### config.mk
export PLATFORM = sky130hd
export DESIGN_NAME = mult_share_arb
export DESIGN_NICKNAME = d
export VERILOG_FILES = /design/src/rtl/mult_share_arb.sv
export SDC_FILE = /design/constraint.sdc
export NUM_CORES = 1
export LEC_CHECK = 0
export CAP_MARGIN = 25
export CORE_AREA = 5 5 154 156
export DETAILED_ROUTE_END_ITERATION = 8
export DIE_AREA = 0 0 159 161
export DONT_BUFFER_PORTS = 1
export PLACE_DENSITY_LB_ADDON = 0.3
export SYNTH_ARGS = -nofsm -noshare
export SYNTH_HDL_FRONTEND = slang
export SYNTH_SLANG_ARGS = --single-unit
### constraint.sdc
create_clock -name clk -period 8 [get_ports clk]
set_clock_uncertainty 0.2 [all_clocks]
set_input_delay 1.6 -clock clk [delete_from_list [all_inputs] [get_ports clk]]
set_output_delay 1.6 -clock clk [all_outputs]
set_load 0.02 [all_outputs]
### src/rtl/mult_share_arb.sv
`default_nettype none
// ============================================================================
//  Module   : mult_share_arb
//  Brief    : Round-robin sharing of one pipelined signed multiplier between
//             two requesters. Operands are sign/zero-extended to WIDTH+1 bits,
//             ownership is tracked through the pipeline, and each product is
//             returned to its owner with a one-cycle done pulse. A per-port
//             kill drops that port's in-flight result.
//
//             Timing: a request acked in cycle k has its operands on
//             mult_a/mult_b in cycle k+1. The external multiplier must present
//             the matching product on mult_out in cycle k+LATENCY (that is,
//             LATENCY-1 register stages after mult_a/mult_b). The done pulse
//             and result follow in cycle k+LATENCY+1.
//  Revision : 1.0 - initial release
// ============================================================================
module mult_share_arb #(
  parameter int WIDTH   = 32,
  parameter int LATENCY = 2
) (
  input  logic               clk,
  input  logic               rst,
  // port 0 : execute-stage MUL/IMUL
  input  logic               req0,
  input  logic               signed0,
  input  logic [WIDTH-1:0]   a0,
  input  logic [WIDTH-1:0]   b0,
  input  logic               kill0,
  output logic               ack0,
  output logic               done0,
  output logic [2*WIDTH-1:0] result0,
  // port 1 : microcode / address-scaling path
  input  logic               req1,
  input  logic               signed1,
  input  logic [WIDTH-1:0]   a1,
  input  logic [WIDTH-1:0]   b1,
  input  logic               kill1,
  output logic               ack1,
  output logic               done1,
  output logic [2*WIDTH-1:0] result1,
  // shared multiplier
  output logic [WIDTH:0]     mult_a,
  output logic [WIDTH:0]     mult_b,
  input  logic [2*WIDTH+1:0] mult_out
);

  localparam logic c_PORT0 = 1'b0;
  localparam logic c_PORT1 = 1'b1;

  // round-robin pointer: names the port that wins the next tie
  logic               r_ptr;
  // one outstanding op per port
  logic               r_busy0;
  logic               r_busy1;
  // ownership tracker, stage 0 aligned with mult_a/mult_b,
  // stage LATENCY-1 aligned with mult_out
  logic [LATENCY-1:0] r_vld;
  logic [LATENCY-1:0] r_own;

  logic               w_elig0;
  logic               w_elig1;
  logic               w_win_vld;
  logic               w_win_id;
  logic [WIDTH:0]     w_opa;
  logic [WIDTH:0]     w_opb;
  logic [LATENCY-1:0] w_keep;
  logic               w_fin0;
  logic               w_fin1;
  // the two guard bits of the 66-bit product never reach a result
  logic [1:0]         w_unused_hi;

  assign w_unused_hi = mult_out[2*WIDTH+1:2*WIDTH];

  // a port competes only when requesting, idle and not being killed;
  // acks are suppressed while reset is held so outputs read 0 at once
  assign w_elig0 = req0 & ~r_busy0 & ~kill0 & ~rst;
  assign w_elig1 = req1 & ~r_busy1 & ~kill1 & ~rst;

  // pick at most one winner per cycle; the pointer breaks ties
  always_comb begin
    w_win_vld = w_elig0 | w_elig1;
    w_win_id  = c_PORT0;
    if (w_elig0 && w_elig1) begin
      w_win_id = r_ptr;
    end else if (w_elig1) begin
      w_win_id = c_PORT1;
    end
  end

  assign ack0 = w_win_vld & (w_win_id == c_PORT0);
  assign ack1 = w_win_vld & (w_win_id == c_PORT1);

  // extend the winner's operands to WIDTH+1 bits so one signed multiplier
  // serves both signed and unsigned requests
  always_comb begin
    w_opa = '0;
    w_opb = '0;
    if (w_win_vld) begin
      if (w_win_id == c_PORT1) begin
        w_opa = {signed1 & a1[WIDTH-1], a1};
        w_opb = {signed1 & b1[WIDTH-1], b1};
      end else begin
        w_opa = {signed0 & a0[WIDTH-1], a0};
        w_opb = {signed0 & b0[WIDTH-1], b0};
      end
    end
  end

  // a tracker entry survives unless its owner's kill is asserted this cycle
  assign w_keep = ~((r_own & {LATENCY{kill1}}) | (~r_own & {LATENCY{kill0}}));

  // completion: last stage valid and not being killed in this very cycle
  assign w_fin0 = r_vld[LATENCY-1] & w_keep[LATENCY-1] & (r_own[LATENCY-1] == c_PORT0);
  assign w_fin1 = r_vld[LATENCY-1] & w_keep[LATENCY-1] & (r_own[LATENCY-1] == c_PORT1);

  // pointer moves to the other port only after a real contention
  always_ff @(posedge clk or posedge rst) begin
    if (rst) begin
      r_ptr <= c_PORT0;
    end else if (w_elig0 && w_elig1) begin
      r_ptr <= ~r_ptr;
    end
  end

  // operand registers feeding the multiplier, zeroed when nobody wins
  always_ff @(posedge clk or posedge rst) begin
    if (rst) begin
      mult_a <= '0;
      mult_b <= '0;
    end else begin
      mult_a <= w_opa;
      mult_b <= w_opb;
    end
  end

  // ownership shift register, kills squash entries as they move along
  generate
    if (LATENCY > 1) begin : g_track_deep
      always_ff @(posedge clk or posedge rst) begin
        if (rst) begin
          r_vld <= '0;
          r_own <= '0;
        end else begin
          r_vld <= {r_vld[LATENCY-2:0] & w_keep[LATENCY-2:0], w_win_vld};
          r_own <= {r_own[LATENCY-2:0], w_win_id};
        end
      end
    end else begin : g_track_single
      always_ff @(posedge clk or posedge rst) begin
        if (rst) begin
          r_vld <= '0;
          r_own <= '0;
        end else begin
          r_vld <= w_win_vld;
          r_own <= w_win_id;
        end
      end
    end
  endgenerate

  // register done pulses and capture products for their owners
  always_ff @(posedge clk or posedge rst) begin
    if (rst) begin
      done0   <= 1'b0;
      done1   <= 1'b0;
      result0 <= '0;
      result1 <= '0;
    end else begin
      done0 <= w_fin0;
      done1 <= w_fin1;
      if (w_fin0) begin
        result0 <= mult_out[2*WIDTH-1:0];
      end
      if (w_fin1) begin
        result1 <= mult_out[2*WIDTH-1:0];
      end
    end
  end

  // busy from ack until the end of the done cycle, or until killed
  always_ff @(posedge clk or posedge rst) begin
    if (rst) begin
      r_busy0 <= 1'b0;
      r_busy1 <= 1'b0;
    end else begin
      if (ack0) begin
        r_busy0 <= 1'b1;
      end else if (done0 || kill0) begin
        r_busy0 <= 1'b0;
      end
      if (ack1) begin
        r_busy1 <= 1'b1;
      end else if (done1 || kill1) begin
        r_busy1 <= 1'b0;
      end
    end
  end

endmodule
`default_nettype wire

==> results.md, run 1 <==
* Share of the synthesized area in the top cell type at 0.685
* Crit-path slowest cell: or4b_4
* CTS Buf Count at 21
* Sw Ratio at 0.296
* Synthesis-to-layout area growth at 12.8%
* Synthesized cell area at between 7000 and 8000 um2
* Hold Vio Cnt, Final at 0
* Hold path depth at 0
* DRT Pass-1 Iters at 4
* Starting Density at 0.334
* Leakage at between 0.003 and 0.004 uW
* Total congestion overflow at 0
* Depth of the most critical reg-to-reg path at 4
* Worst-path maximum fanout at approximately 70
* Internal at approximately 1800 uW
* WL/cell at between 20 and 30 um
* Share of total power in sequential cells at 0.580
* Fin nets at about 650
* Die area at around 26000 um2
* Critical path arrival at 2.86 ns
* Setup TNS at 0 ns
* Syn Area/Cell at about 17 um2
* PortBufs at 0
* Post-synthesis sequential area ratio at 0.685
* Antenna violations before repair at 0
* Global-route wire length before repair at around 29000 um
* Outcome: completed
* Critical path depth at 3
* DR DRC count at 0
* Number of synthesis warnings at 0
* Comb pwr share at 0.075
* Synth Instances at between 400 and 500
* Die Height at ~160 um
* Antenna Cells at 0
* Slew Viols, Final at 0
* Post-cts sizing count at 0
* Worst-margin pin slew at roughly 0.89 ns
* Minimum clock period at approximately 4.7 ns
* CP startpoint kind: input port
* Hold Path Class: reg2reg
* Setup violators final at 0
* CTS tree: done
* Data required, critical path at 6.20 ns
* Slew headroom at 0.404
* CP top delay family: simple AND/OR/NAND/NOR gates
* Power per cell area at roughly 310 nW/um2
* WHS at around 0.2 ns
* Worst Setup SP: rst
* Max-cap violation count at 0
* I/O pins at 400
* Hpwl dp at between 15000 and 20000 um
* Crit share post-route at 0.582
* Top post-synthesis cells by area: dfrtp_1 (68%), mux2_2 (19%), a22o_1 (7.6%)
* Vias in the first global route at around 4200
* Site Rows at between 50 and 60
* Worst Hold Launch: r_own[0]
* Vias at between 3000 and 4000
* Clock latency on the worst-skew pair at 0.48 ns
* X dimension of the die at around 160 um
* DR iter-0 viols at 138
* Clock tree buffer depth at 3
* Share of power burned in the clock network at 0.345
* Core box area at about 22000 um2
* Wirelength, routed at roughly 20000 um
* Synth cell types at 21
* CTS root buffer: clkbuf_16
* Synth area leader: dfrtp_1
* Net Sw Power at roughly 760 uW
* Peak supply drop at ~0.14 mV
* Buf/Inv on CP at 1
* H-Tree Depth at 1
* Clock Pin Slew Worst Setup and Hold Paths at ~0.060 ns
* Setup bufs post-CTS at 0
* CP cell instances: or4b_4 -> a21oi_4 -> buf_4
* Share of post-route cells with drive strength above 1 at 0.373
* CTS sink cnt at 203
* Final GP Congestion at 0.758
* Largest net degree at the start of global routing at ~130
* Setup CP Type: in2out
* CP max stage delay at 0.55 ns
* Critical Path End Type: primary output
* Hold Buf Count CTS at 0
* Syn_nets at 649
* Via-to-Cell Ratio at 5.22
* Gr usage total at 0.145
* Antenna Violating Nets Remaining at 0
* Worst reg2reg startpoint: r_busy0
* Flops & latches, synth at approximately 200
* RSZ-0062 raised after global routing: no
* Max Freq at approximately 0.21 GHz
## path summary, 6_finish.rpt
kind	slack (ns)	end
max in group asynchronous	5.64	result1[3]
hold / removal	0.21	r_own[1]
hold reg to reg	0.21	r_own[1]
min in group asynchronous	0.91	mult_a[22]
setup reg to reg	5.77	mult_b[26]
setup / recovery	3.34	ack0
## cell type report
type	count	area (um2)
Clock inverter	5	30.0
Sequential cell	203	5080
Timing Repair Buffer	8	92.6
Tap cell	285	357
Fill cell	2056	13900
Clock buffer	29	596
Multi-Input combinational cell	213	2190
Inverter	3	18.8
## layer usage
metal | track usage | routed length, um | up-vias
met2 | 0.276 | 10900 | 264
met4 | 0.0372 | 396 | 0
met3 | 0.0554 | 2160 | 29
li1 | - | - | 1637
met1 | 0.149 | 6470 | 1964
met5 | 0 | 0 | -
## kinds of logic after synthesis
| family | count (synthesis) | synth area share |
|---|---|---|
| buf+inv | 31 | 0.0214 |
| mux | 129 | 0.196 |
| compound gates | 71 | 0.0845 |
| xor+xnor | 1 | 0.00118 |
| flops | 203 | 0.685 |
| simple gates | 12 | 0.0123 |
## power by group through the flow
stage / registers (uW) / logic, uW / clock network (uW)
final: 1500 / 194 / 891
after global routing: 1520 / 219 / 966
after CTS: 1510 / 198 / 922
after detailed placement: 1520 / 197 / 0
after global placement: 1520 / 184 / 0
after floorplan: 1470 / 169 / 0
## state kept, by name, summed over array words and instances, names as in the netlist, 2 cells and up
register	cells
mult_a	33
mult_b	33
r_own	2
r_vld	2
result0	64
result1	64
## through the flow
stage	area [um2]	cells	util	power (uW)	worst slack, ns
6_report	8370	746	0.376	2580	3.34
5_1_grt	8370	746	0.376	2700	3.26
4_1_cts	8320	744	0.374	2630	3.33
3_5_place_dp	7690	710	0.346	1720	3.33
3_3_place_gp	7690	710	0.346	1700	3.38
2_1_floorplan	7420	447	-	1640	0.642
## cells in the final DEF, fill, tap and decap left out, types with 2 or more instances in the layout
cell type,n
clkinvlp_4,2
a22o_1,64
buf_4,6
nand3b_1,2
clkinv_2,3
clkbuf_8,4
clkbuf_16,21
and2_1,3
inv_1,2
mux2_2,128
a21o_1,2
clkbuf_1,4
a32o_1,2
nor2_1,2
dfrtp_1,203
## Yosys cell counts
master and instances:
dfrtp_1 203, mux2_2 128, a22o_1 64, buf_2 19
clkbuf_1 6, and2_1 3, inv_1 3, a21o_1 2
a32o_1 2, buf_6 2, nand3b_1 2, nor2_1 2
nor3b_1 2, o41a_1 2, a21oi_2 1, buf_4 1
mux2i_1 1, nand2b_1 1, nor4b_2 1, or4b_4 1
xnor2_1 1
Note: power is estimated with default switching activity, not from simulation.
==> run 2: changes to the inputs <==
- ABC_AREA: unset -> 1
- CORE_AREA: 5 5 154 156 -> 5 5 151 153
- DIE_AREA: 0 0 159 161 -> 0 0 156 158
- clock period: 8 -> 4.3 ns (I/O delays scaled with it)
==> run 2 against run 1 <==
Net effect: power up 91%; critical path type unchanged; die area down 3.7%; largest cell class unchanged; hold slack lost 0.19 ns; clock power rose by 110%; highest routed layer unchanged; synthesized cell count is 79% higher; synthesized area grew 1.9%; non-clock buffer count is 2 lower.
==> results.md, run 2 <==
* Outcome: completed
* Critical path arrival at 1.76 ns (-1.10 ns)
* CP max stage delay at 0.26 ns (-0.29 ns)
* CTS tree: done
* CP cell instances: inv_8 -> nand2_1 -> nor2_4 -> inv_2 -> a21oi_4
* Post-synthesis sequential area ratio at 0.672 (-0.0128)
* Largest regs: result0: 64 flops, result1: 64 flops
* Max-cap violation count at 0 (unchanged)
* Wirelength, routed at 20300 um (+2.0%)
* Clock Pin Slew Worst Setup and Hold Paths at 0.06 ns (about the same)
* Synth Instances at 799 (+79%)
* Core box area at 21400 um2 (-3.6%)
* Buf/Inv on CP at 2 (+1)
* Antenna Cells at 0 (unchanged)
* Largest net degree at the start of global routing at 148 (+16%)
* X dimension of the die at 156 um (-1.9%)
* Max Freq at between 0.3 and 0.4 GHz
* Internal at 3420 uW (+88%)
* Die Height at 158 um (-1.9%)
* WL/cell at 18.7 um (-30%)
* Setup CP Type: in2out
* CTS sink cnt at 203 (unchanged)
* Starting Density at 0.353 (+0.0192)
* CP startpoint kind: input port
* Top post-synthesis cells by area: dfrtp_1 (67%), nand2_1 (17%), o21ai_0 (8.5%)
* Antenna Violating Nets Remaining at 0 (unchanged)
* Setup bufs post-CTS at 0 (unchanged)
* Total congestion overflow at 0 (unchanged)
* DR iter-0 viols at 321 (+130%)
* Clock tree buffer depth at 3 (unchanged)
* Share of post-route cells with drive strength above 1 at 0.0598 (-0.313)
* Main flop type after synthesis: dfrtp_1
* Post-synth EDFFs at 0 (unchanged)
* DR DRC count at 0 (unchanged)
* Site Rows at 54 (-1.8%)
* Data required, critical path at 3.24 ns (-2.96 ns)
* Design Power at 4930 uW (+91%)
* PortBufs at 0 (unchanged)
* Slew headroom at 0.476 (+0.0725)
* CTS root buffer: clkbuf_16
* Worst-path maximum fanout at 59 (-13%)
* Setup TNS at 0 ns (unchanged)
* Vias at 5095 (+31%)
* Placed cell count at 1043 (+47%)
* Share of the synthesized area in the top cell type at 0.672 (-0.0128)
* Top-count cell post-synth: nand2_1
* CP top delay family: simple AND/OR/NAND/NOR gates
* I/O pins at 400 (unchanged)
* Vias in the first global route at 4960 (+17%)
* Synth area leader: dfrtp_1
* Filler instances at 2114 (+2.8%)
* Number of synthesis warnings at 0 (unchanged)
* Leading cell types in the layout, fill and taps excluded: nand2_1 (333), dfrtp_1 (203), o21ai_0 (128)
* Crit share post-route at 0.656
* Multi-input combinational cell area at 2040 um2 (-7.0%)
* Clock latency on the worst-skew pair at 0.49 ns (about the same)
* Post-cts sizing count at 0 (unchanged)
* Syn Area/Cell at 9.46 um2 (-43%)
* Commonest non-fill, non-tap cell in the layout: nand2_1
* Reg area at 5080 um2 (unchanged)
* Worst-margin pin slew at 0.786 ns (-0.109 ns)
* Setup violators final at 0 (unchanged)
* Net Sw Power at 1510 uW (+97%)
* Hold Buf Count CTS at 0 (unchanged)
* Critical Path End Type: primary output
* Flops & latches, synth at 203 (unchanged)
* Crit-path slowest cell: inv_8
* Antenna violations before repair at 0 (unchanged)
* Synthesized cell area at 7560 um2 (+1.9%)
* Via-to-Cell Ratio at 4.70 (-9.9%)
* H-Tree Depth at 1 (unchanged)
* Power per cell area at 577 nW/um2 (+87%)
* Synthesis-to-layout area growth at 13.1%
* Final GP Congestion at 0.794 (+4.7%)
* Minimum clock period at 2.82 ns
* Syn_nets at 1001 (+54%)
* Post-Layout Cell Count at 1083 (+45%)
* Fin nets at 989 (+52%)
* Share of total power in sequential cells at 0.561 (-0.019)
* Slew Viols, Final at 0 (unchanged)
* Ys async rst share at 1.00 (unchanged)
* Gr usage total at 0.153 (+0.00784)
* Hold Vio Cnt, Final at 0 (unchanged)
* Sw Ratio at 0.306 (+0.00974)
* Synth cell types at 19 (-9.5%)
* Comb pwr share at 0.067 (-0.008)
* Die area at 24600 um2 (-3.7%)
* DRT Pass-1 Iters at 6 (+2)
* Leakage at 0.00454 uW (+15%)
* Global-route wire length before repair at 29600 um (+2.7%)
* Peak supply drop at 0.257 mV (+89%)
* Hold Path Class: in2async
* Hpwl dp at 15000 um (-1.8%)
* Share of power burned in the clock network at 0.372 (+0.027)
* RSZ-0062 raised after global routing: no
* Most frequent cells after synthesis: nand2_1 (333), dfrtp_1 (203), o21ai_0 (128), inv_1 (73), clkbuf_1 (25)
* CTS Buf Count at 22 (+4.8%)
[run 2: per-layer routing]
metal  GRT usage  vias up  routed length, um
met5           0        -                  0
met4      0.0459        0                434
met3      0.0618       33               2620
met2       0.259      294              10100
met1       0.179     2337               7170
li1            -     2431                  -
[run 2: cell type report]
| cell class | instances | share of cell area |
|---|---|---|
| Multi-Input combinational cell | 478 | 0.238 |
| Tap cell | 280 | 0.0410 |
| Inverter | 76 | 0.0342 |
| Timing Repair Buffer | 6 | 0.00907 |
| Clock inverter | 5 | 0.00614 |
| Clock buffer | 35 | 0.0772 |
| Sequential cell | 203 | 0.594 |
[run 2: through the flow]
stage / cell area (um2) / util / hold slack (ns) / worst slack, ns
after floorplan: 7560 / - / 0.175 / 0.0683
after global placement: 7810 / 0.365 / 0.179 / 1.36
after detailed placement: 7840 / 0.366 / 0.185 / 1.32
after CTS: 8550 / 0.399 / 0.0201 / 1.42
after global routing: 8550 / 0.399 / 0.0395 / 1.32
final: 8550 / 0.399 / 0.0106 / 1.48
[run 2: power groups by stage]
stage / Clock, uW / Sequential, uW / Combinational [uW]
CTS: 1900 / 2770 / 340
floorplan: 0 / 2710 / 272
global route: 1970 / 2800 / 405
finish: 1840 / 2770 / 329
global placement: 0 / 2810 / 323
detailed placement: 0 / 2810 / 340
[run 2: logic make-up after synthesis]
group                     share of synthesized area
and+or+nand+nor                               0.174
DFF                                           0.672
buffers and inverters                        0.0636
AOI/OAI and AO/OA                            0.0891
xor gates and xnor gates                    0.00116
[run 2: path summary, 6_finish.rpt]
path | from | to | slack [ns] | cells after the start
worst max-delay path | rst | ack0 | 1.48 | 5
worst min-delay path | rst | r_vld[0] | 0.01 | 1
worst max register to register | r_busy0 | mult_b[16] | 2.18 | 8
worst min register to register | r_own[0] | r_own[1] | 0.20 | 0
max in group asynchronous | rst | result1[36] | 2.75 | 2
min in group clk | r_own[0] | r_own[1] | 0.20 | 0
==> run 3: changes to the inputs <==
- clock period: 4.3 -> 2.6 ns (I/O delays scaled with it)
==> run 3 against run 2 <==
Net effect: clock power is 64% higher; routed wire length is 14% higher; design area is 24% higher; utilization is 9.5 points higher; power is 70% higher; largest cell class unchanged; highest routed layer unchanged.
==> results.md, run 3 (synthesis gave the netlist of run 2 again) <==
* Outcome: completed
* Setup CP Type: reg2reg
* Post-Layout Cell Count at 1282 (+18%)
* Global routing's busiest layer: met2
* Setup TNS at 0 ns (unchanged)
* Total congestion overflow at 0 (unchanged)
* Commonest non-fill, non-tap cell in the layout: nand2_1
* Leakage at 0.00554 uW (+22%)
* Worst reg2reg startpoint: r_busy0
* Clock latency on the worst-skew pair at 0.49 ns (about the same)
* Data required, critical path at 2.83 ns (-0.41 ns)
* Peak supply drop at 0.428 mV (+66%)
* Worst Hold Launch: mult_out[38]
* RSZ-0062 raised after global routing: no
* Synthesis-to-layout area growth at 39.9%
* Setup violators final at 0 (unchanged)
* Max Freq at between 0.4 and 0.5 GHz
* Vias in the first global route at 6174 (+24%)
* Vias at 5958 (+17%)
* Power per cell area at 793 nW/um2 (+38%)
* Hold path depth at 2
* Clock tree buffer depth at 3 (unchanged)
* Slew headroom at 0.442 (-0.0343)
* Wirelength, routed at 23100 um (+14%)
* CTS root buffer: clkbuf_16
* H-Tree Depth at 1 (unchanged)
* CP cell instances: inv_1 -> nand2_1 -> nor2_4 -> inv_2 -> a21oi_4 -> buf_4 -> nand2_1 -> nand2_1 -> dlygate4sd3_1
* Largest regs: result0: 64 flops, result1: 64 flops
* Routing usage on met1 at 0.199 (+0.0200)
* Critical path arrival at 2.62 ns (+0.86 ns)
* Final Util at 0.494 (+0.0945)
* Final GP Congestion at 0.763 (-4.0%)
* Clock Pin Slew Worst Setup and Hold Paths at 0.06 ns (about the same)
* Share of post-route cells with drive strength above 1 at 0.0609 (+0.00110)
* I/O pins at 400 (unchanged)
* Gr usage total at 0.177 (+0.0239)
* Largest net degree at the start of global routing at 104 (-30%)
* Antenna Violating Nets Remaining at 0 (unchanged)
* Hold Vio Cnt, Final at 0 (unchanged)
* Minimum clock period at around 2.4 ns
* Hold EP: result1[38]
* RR Endpoint: mult_a[24]
* Site Rows at 54 (unchanged)
* Placed cell count at 1050 (+0.67%)
* Hold Path Class: in2reg
* Worst-margin pin slew at 0.837 ns (+0.0514 ns)
* CP max stage delay at 0.56 ns (+0.30 ns)
* GRT met2 Usage at 0.312 (+0.0526)
* Max-cap violation count at 0 (unchanged)
* X dimension of the die at 156 um (unchanged)
* Core box area at 21400 um2 (unchanged)
* CP startpoint kind: register
* Slew Viols, Final at 0 (unchanged)
* Placed cell area at 7920 um2 (+1.0%)
* DR DRC count at 0 (unchanged)
* Setup bufs post-CTS at 0 (unchanged)
* CTS Buf Count at 22 (unchanged)
* CTS sink cnt at 203 (unchanged)
* Crit share post-route at 0.917
* Critical Path End Type: register
* Hpwl dp at 15200 um (+1.5%)
* WL/cell at 18.0 um (-3.8%)
* Leading cell types in the layout, fill and taps excluded: nand2_1 (333), dfrtp_1 (203), dlygate4sd3_1 (192)
* Crit-path slowest cell: dlygate4sd3_1
* Register-to-register setup slack at 0.22 ns (-1.96 ns)
* DR iter-0 viols at 312 (-2.8%)
* CTS tree: done
* Top cell by count, worst path: nand2_1
* Die area at 24600 um2 (unchanged)
* PortBufs at 0 (unchanged)
* Antenna Cells at 0 (unchanged)
* Depth of the most critical reg-to-reg path at 9 (+1)
* Met3 Use GR at 0.0596 (-0.00219)
* Die Height at 158 um (unchanged)
* Global-route wire length before repair at 34500 um (+17%)
* DRT Pass-1 Iters at 4 (-2)
* Fin nets at 1190 (+20%)
* Post-route cell area at 10600 um2 (+24%)
* Worst-path maximum fanout at 15 (-75%)
* Starting Density at 0.353 (unchanged)
* Antenna violations before repair at 0 (unchanged)
* Via-to-Cell Ratio at 4.65 (-1.2%)
==> run 3: cell types whose count changed in the layout (fill, tap and decap cells not counted), moves of 4 or more <==
cell,previous run,this run
buf_4,4,8
clkinv_2,3,7
dlygate4sd3_1,0,192
buf_12,1,5
clkbuf_1,8,2
==> run 3: power breakdown <==
group	switching (uW)	internal (uW)	total (uW)
Clock	1220	1790	3010
Sequential	959	3620	4580
Combinational	400	401	801
Total	2580	5810	8390
==> run 3: how the worst max path moves through the flow <==
stage / end / startpoint / depth (start not counted)
CTS: mult_a[2] / r_busy0 / 9
finish: mult_a[24] / r_busy0 / 9
global route: mult_a[24] / r_busy0 / 9
detailed placement: mult_a[2] / rst / 8
floorplan: ack0 / rst / 6
global placement: mult_b[15] / rst / 8
==> run 3: layer usage <==
layer  routed length, um  up-vias
met5                   0        -
met4                 747        0
met2               11700      303
met3                2490       42
li1                    -     2839
met1                8200     2774
==> run 3: repair_timing <==
item | CTS | global route
endpoints found under the hold margin | 300 | 0
gates resized for setup | 0 | 1
setup endpoints to repair | 0 | 25
hold buffers | 193 | 0
==> run 3: per-stage QoR <==
step | power (uW) | hold WS [ns] | setup slack (ns)
2_1_floorplan | 4920 | 0.175 | 0.0944
3_3_place_gp | 5180 | 0.113 | 0.399
3_5_place_dp | 5210 | 0.114 | 0.382
4_1_cts | 8510 | 0.00731 | 0.130
5_1_grt | 8810 | 0.0228 | 0.0726
6_report | 8390 | 0.0269 | 0.216
==> run 3: area by class of cell <==
cell class / instances / area, um2
inverters: 76 / 302
well taps: 280 / 350
clock inverters: 10 / 80.1
clock buffers: 28 / 624
fillers: 1901 / 10800
multi-input cells: 479 / 2050
repair buffers: 206 / 2090
flip-flops and latches: 203 / 5080
==> run 3: worst max-delay path: cells and delay by family, from the launching register on <==
family,cells,cell delay [ns]
buf+inv,4,1.00
simple gates,4,0.42
flops,1,0.35
compound gates,1,0.35
